**src/rtl/enc_pkg.sv**
```systemverilog
// Shared definitions for the registered 8-to-3 priority encoder.
// Holds the FSM state encoding, the fixed widths and the one-hot index helper.
package enc_pkg;

    localparam int NUM_REQ = 8;
    localparam int IDX_W   = 3;

    typedef enum logic {
        ST_IDLE    = 1'b0,
        ST_PRESENT = 1'b1
    } state_t;

    // One-hot mask selecting request line idx; used to retire an accepted code.
    function automatic logic [NUM_REQ-1:0] idx_mask(input logic [IDX_W-1:0] idx);
        logic [NUM_REQ-1:0] one_s;
        one_s    = {{(NUM_REQ-1){1'b0}}, 1'b1};
        idx_mask = one_s << idx;
    endfunction

endpackage

```
**src/rtl/prio8_3.sv**
```systemverilog
// Combinational 8-to-3 priority encoder: index of the highest set bit plus a
// non-zero flag. The index reads 0 when the input is all zero.
module prio8_3
    import enc_pkg::*;
(
    input  logic [NUM_REQ-1:0] i_vec,
    output logic [IDX_W-1:0]   o_idx,
    output logic               o_nz
);

    // Highest set bit wins; bit 7 has top priority.
    always_comb begin
        o_idx = 3'd0;
        o_nz  = |i_vec;
        casez (i_vec)
            8'b1???_????: o_idx = 3'd7;
            8'b01??_????: o_idx = 3'd6;
            8'b001?_????: o_idx = 3'd5;
            8'b0001_????: o_idx = 3'd4;
            8'b0000_1???: o_idx = 3'd3;
            8'b0000_01??: o_idx = 3'd2;
            8'b0000_001?: o_idx = 3'd1;
            8'b0000_0001: o_idx = 3'd0;
            default:      o_idx = 3'd0;
        endcase
    end

endmodule

```
**src/rtl/encoder8_3_seq_alw.sv**
```systemverilog
// Registered 8-to-3 priority encoder with pending-request capture and a
// valid/ready output. Define ENCODER_EDGE_CAPTURE_EN for rising-edge capture.
module encoder8_3_seq_alw
    import enc_pkg::*;
(
    input  logic clk,
    input  logic rst,
    input  logic en,
    input  logic D0,
    input  logic D1,
    input  logic D2,
    input  logic D3,
    input  logic D4,
    input  logic D5,
    input  logic D6,
    input  logic D7,
    input  logic ready,
    output logic A,
    output logic B,
    output logic C,
    output logic valid,
    output logic any
);

    logic [NUM_REQ-1:0] w_req;
    logic [NUM_REQ-1:0] w_cap;
    logic [NUM_REQ-1:0] w_set;
    logic [NUM_REQ-1:0] w_clr;
    logic [NUM_REQ-1:0] w_pend_nxt;
    logic [NUM_REQ-1:0] r_pend;
    logic [IDX_W-1:0]   w_prio_idx;
    logic [IDX_W-1:0]   w_code_nxt;
    logic [IDX_W-1:0]   r_code;
    logic               w_prio_nz;
    logic               w_valid_nxt;
    logic               r_valid;
    logic               r_any;
    state_t             w_state_nxt;
    state_t             r_state;

    assign w_req = {D7, D6, D5, D4, D3, D2, D1, D0};

`ifdef ENCODER_EDGE_CAPTURE_EN
    logic [NUM_REQ-1:0] r_req_q;

    // Edge history: previous sample of every request line.
    always_ff @(posedge clk or posedge rst) begin
        if (rst) begin
            r_req_q <= {NUM_REQ{1'b0}};
        end else begin
            r_req_q <= w_req;
        end
    end

    assign w_cap = w_req & ~r_req_q;
`else
    assign w_cap = w_req;
`endif

    prio8_3 u_prio (
        .i_vec (r_pend),
        .o_idx (w_prio_idx),
        .o_nz  (w_prio_nz)
    );

    // Pending set update; a capture on the accept edge overrides the retire.
    always_comb begin
        w_set = {NUM_REQ{1'b0}};
        w_clr = {NUM_REQ{1'b0}};
        if (en) begin
            w_set = w_cap;
        end else begin
            w_set = {NUM_REQ{1'b0}};
        end
        if (r_valid && ready) begin
            w_clr = idx_mask(r_code);
        end else begin
            w_clr = {NUM_REQ{1'b0}};
        end
        w_pend_nxt = (r_pend & ~w_clr) | w_set;
    end

    // Next-state and next-output logic of the presentation FSM.
    always_comb begin
        w_state_nxt = r_state;
        w_code_nxt  = r_code;
        w_valid_nxt = r_valid;
        case (r_state)
            ST_IDLE: begin
                if (en && w_prio_nz) begin
                    w_state_nxt = ST_PRESENT;
                    w_code_nxt  = w_prio_idx;
                    w_valid_nxt = 1'b1;
                end else begin
                    w_state_nxt = ST_IDLE;
                    w_valid_nxt = 1'b0;
                end
            end
            ST_PRESENT: begin
                if (ready) begin
                    w_state_nxt = ST_IDLE;
                    w_valid_nxt = 1'b0;
                end else begin
                    w_state_nxt = ST_PRESENT;
                    w_valid_nxt = 1'b1;
                end
            end
            default: begin
                w_state_nxt = ST_IDLE;
                w_valid_nxt = 1'b0;
            end
        endcase
    end

    // FSM state register.
    always_ff @(posedge clk or posedge rst) begin
        if (rst) begin
            r_state <= ST_IDLE;
        end else begin
            r_state <= w_state_nxt;
        end
    end

    // Pending set, presented code and status outputs.
    always_ff @(posedge clk or posedge rst) begin
        if (rst) begin
            r_pend  <= {NUM_REQ{1'b0}};
            r_code  <= {IDX_W{1'b0}};
            r_valid <= 1'b0;
            r_any   <= 1'b0;
        end else begin
            r_pend  <= w_pend_nxt;
            r_code  <= w_code_nxt;
            r_valid <= w_valid_nxt;
            r_any   <= |w_pend_nxt;
        end
    end

    assign A     = r_code[2];
    assign B     = r_code[1];
    assign C     = r_code[0];
    assign valid = r_valid;
    assign any   = r_any;

endmodule

```
**config.mk**
```make
export PLATFORM = sky130hd
export DESIGN_NAME = encoder8_3_seq_alw
export DESIGN_NICKNAME = d
export VERILOG_FILES = /design/src/rtl/enc_pkg.sv /design/src/rtl/prio8_3.sv /design/src/rtl/encoder8_3_seq_alw.sv
export SDC_FILE = /design/constraint.sdc
export NUM_CORES = 1
export LEC_CHECK = 0
export ABC_AREA = 1
export CAP_MARGIN = 30
export CORE_UTILIZATION = 51
export CTS_CLUSTER_DIAMETER = 100
export DETAILED_ROUTE_END_ITERATION = 10
export GPL_TIMING_DRIVEN = 1
export PLACE_DENSITY = 0.91
export SYNTH_ARGS = -nofsm -noshare
export SYNTH_HDL_FRONTEND = slang
export SYNTH_SLANG_ARGS = --single-unit
export TNS_END_PERCENT = 1
```
**constraint.sdc**
```tcl
create_clock -name clk -period 2.67 [get_ports clk]
set_clock_uncertainty 0.1 [all_clocks]
set_input_delay 0.534 -clock clk [delete_from_list [all_inputs] [get_ports clk]]
set_output_delay 0.534 -clock clk [all_outputs]
set_load 0.01 [all_outputs]
```
==> out/results.tsv <==
stage	metric	value	unit
sta	RSZ-0062 raised after global routing	no	
setup_path	CP Buf/Inv Count	1	
synth	area share of the largest cell type after synthesis	45.2	%
clock_tree	Clock Latency Late Sink	0.28	ns
sta	final-report hold violation count	0	
synth	unique cell type count in the Yosys netlist	15	
clock_tree	Num CTS Buffers	3	
floorplanning	Placeable Area	1300	µm²
setup_path	CP Cell Sequence	clkdlybuf4s50_1	
setup_path	CP delay by family, top	buffers and inverters	
clock_tree	Clk pin slew, worst setup/hold paths	0.08	ns
detailed_routing	vias post-DR	664	
final_layout	synthesis-to-layout area growth	26.6	%
final_layout	ANT cells	0	
sta	Hold Worst Slack	0.399	ns
final_layout	fraction of layout instances using a drive strength above 1	7.56	%
clock_tree	CTS tree	built	
floorplanning	IO Pins	17	
clock_tree	Max Buffers Root-to-Sink	2	
detailed_routing	WL per Instance	11.1	µm
pwr	Comb power frac	26.6	%
synth	FF+latch count, synth	13	
sta	Tmin final	1.91	ns
grt	antenna violations before repair	0	
min_path	HP Class	register to register	
setup_path	CP max stage cell	clkdlybuf4s50_1	
sta	max-slew violations	0	
status	status	completed	
sta	setup TNS	0	ns
final_layout	leading cell type in the layout, fill and taps excluded	nand2_1	
clock_tree	clock sinks	13	
floorplanning	Cell Rows	13	
placed_design	I/O Buffers	16	
synth	Syn Inst Count	100	
detailed_routing	final wirelength	1480	µm
final_layout	fill count	115	
pwr	Pwr per Cell Area	573	nW/µm²
detailed_routing	Via-to-Cell Ratio	4.96	
clock_tree	cts repair resizes	0	
synth	Synth area leaders	dfrtp_1, nand2_1, inv_1, a21boi_1, nor2_1	
grt	vias in the first global route	620	
synth	syn nets	112	
detailed_routing	initial drt markers	15	
grt	grt total ovfl	0	
clock_tree	Post-CTS Setup Repair Bufs	0	
setup_path	startpoint types	register	
run	Max Cap Viol	0	
synth	syn avg cell area	7.19	µm²
clock_tree	# hold bufs at CTS	0	
clock_tree	H-tree Lvls	1	
grt	gr usage total	24.6	%
synth	synthesized area	719	µm²
grt	first-pass GRT wire length	2530	µm
floorplanning	die area	1560	µm²
grt	pin count of the biggest net entering global routing	14	
synth	register area share after synthesis	45.2	%
placed_design	HPWL after DPL	1170	µm
pwr	Psw	170	µW
pwr	leakage power	0.423	nW
sta	Peak Freq	523	MHz
placed_design	area post-placement	885	µm²
floorplanning	Die Wd	39.6	µm
placed_design	routability cong.	0.910	
pwr	Int Power	352	µW
pwr	Clock power frac	23.6	%
detailed_routing	DRC Markers	0	
clock_tree	CTS root buf	clkbuf_4	
final_layout	commonest cells after routing, fill and taps aside	nand2_1, inv_1, clkdlybuf4s50_1	
detailed_routing	Final ANT Viol Nets	0	
detailed_routing	Initial DRT Pass Iterations	5	
sta	period utilisation layout	71.6	%
pwr	Sw Share	32.6	%
pwr	Seq pwr share	49.7	%
synth	Ys Warns	0	
sta	Max-Slew Margin vs Limit	67.5	%
sta	Final Setup Violations	0	
placed_design	pre-CTS setup slack	0.636	ns
setup_path	critical path fanouts, max	6	
pwr	Peak VDD IR	0.356	mV
sta	slack of the critical path	0.757	ns
final_layout	post-route design area	911	µm²
setup_path	CP Class	register to output port	
setup_path	CP required	2.04	ns
setup_path	Crit. End Element	output port	
floorplanning	Initial Utilization	55.3	%
floorplanning	Die Span Y	39.6	µm
synth	post-synth top area cell	dfrtp_1	
sta	Worst Max-Slew Pin Slew	0.487	ns
setup_path	critical path's largest stage delay	0.57	ns
final_layout	nets	132	
setup_path	Critical Path AT	1.28	ns
-- registers in the layout, indices dropped and copies added (netlist names) --
register / flops
valid: 1
r_pend: 8
r_code: 3
any: 1
-- per-stage QoR --
| stage | util (%) | total power, mW | instances |
|---|---|---|---|
| floorplan | - | 0.338 | 100 |
| global placement | 68.0 | 0.395 | 130 |
| detailed placement | 68.0 | 0.400 | 130 |
| CTS | 70.0 | 0.521 | 134 |
| global route | 70.0 | 0.556 | 134 |
| finish | 70.0 | 0.522 | 134 |
-- worst reg2reg max path, cell delays in order, from the launching register on --
cell and delay (ns):
dfrtp_1 0.43, inv_1 0.08, nor2_2 0.15, nand2_1 0.08
a21boi_1 0.19, nand2_1 0.09, nor2_1 0.11, nand2_1 0.07
-- area by class of cell --
type / instances / area (µm²) / share of cell area (%)
Sequential cell: 13 / 325 / 35.7
Inverter: 23 / 86.3 / 9.48
Clock buffer: 4 / 26.3 / 2.88
Timing Repair Buffer: 16 / 160 / 17.6
Multi-Input combinational cell: 63 / 294 / 32.3
Tap cell: 15 / 18.8 / 2.06
-- per-layer routing --
layer	GRT usage [%]	part of all wire, %
met1	27.4	43
met2	43.0	51
met5	0	0
met4	12.9	2.3
met3	5.11	3.9
-- logic make-up (layout without fill, tap and decap cells) --
logic type | after synthesis | in the layout | share of synthesized area [%]
AND/OR/NAND/NOR | 50 | 50 | 28.3
buffers and inverters | 24 | 43 | 13.9
AO/OA/AOI/OAI | 13 | 13 | 12.5
flip-flops | 13 | 13 | 45.2
-- synth_stat cells --
cell type  instances
a21boi_1           6
a21boi_2           1
a21oi_1            2
a21oi_2            1
clkbuf_8           1
dfrtp_1           13
inv_1             23
nand2_1           31
nand2_2            1
nand3_1            3
nor2_1            10
nor2_2             3
nor3_1             2
o21ai_0            1
o21ai_1            2
-- power groups by stage --
stage / Combinational [mW] / Clock, mW / Sequential (mW)
floorplan: 0.0761 / 0 / 0.262
global placement: 0.135 / 0 / 0.260
detailed placement: 0.138 / 0 / 0.262
CTS: 0.140 / 0.123 / 0.258
global route: 0.159 / 0.135 / 0.263
finish: 0.139 / 0.123 / 0.260
-- final timing paths --
| path | start | to | slack (ns) | depth (start not counted) |
|---|---|---|---|---|
| worst min register to register | r_pend[2]$_DFF_PP0_ | r_pend[2]$_DFF_PP0_ | 0.40 | 2 |
| worst min-delay path | r_pend[2]$_DFF_PP0_ | r_pend[2]$_DFF_PP0_ | 0.40 | 2 |
| worst max register to register | r_code[2]$_DFFE_PP0P_ | any$_DFF_PP0_ | 1.28 | 7 |
| worst max-delay path | r_code[1]$_DFFE_PP0P_ | B | 0.76 | 1 |
| max in group asynchronous | rst | r_code[2]$_DFFE_PP0P_ | 1.67 | 2 |
| min in group asynchronous | rst | r_pend[4]$_DFF_PP0_ | 0.46 | 2 |
Power figures use the tool's default switching activity.
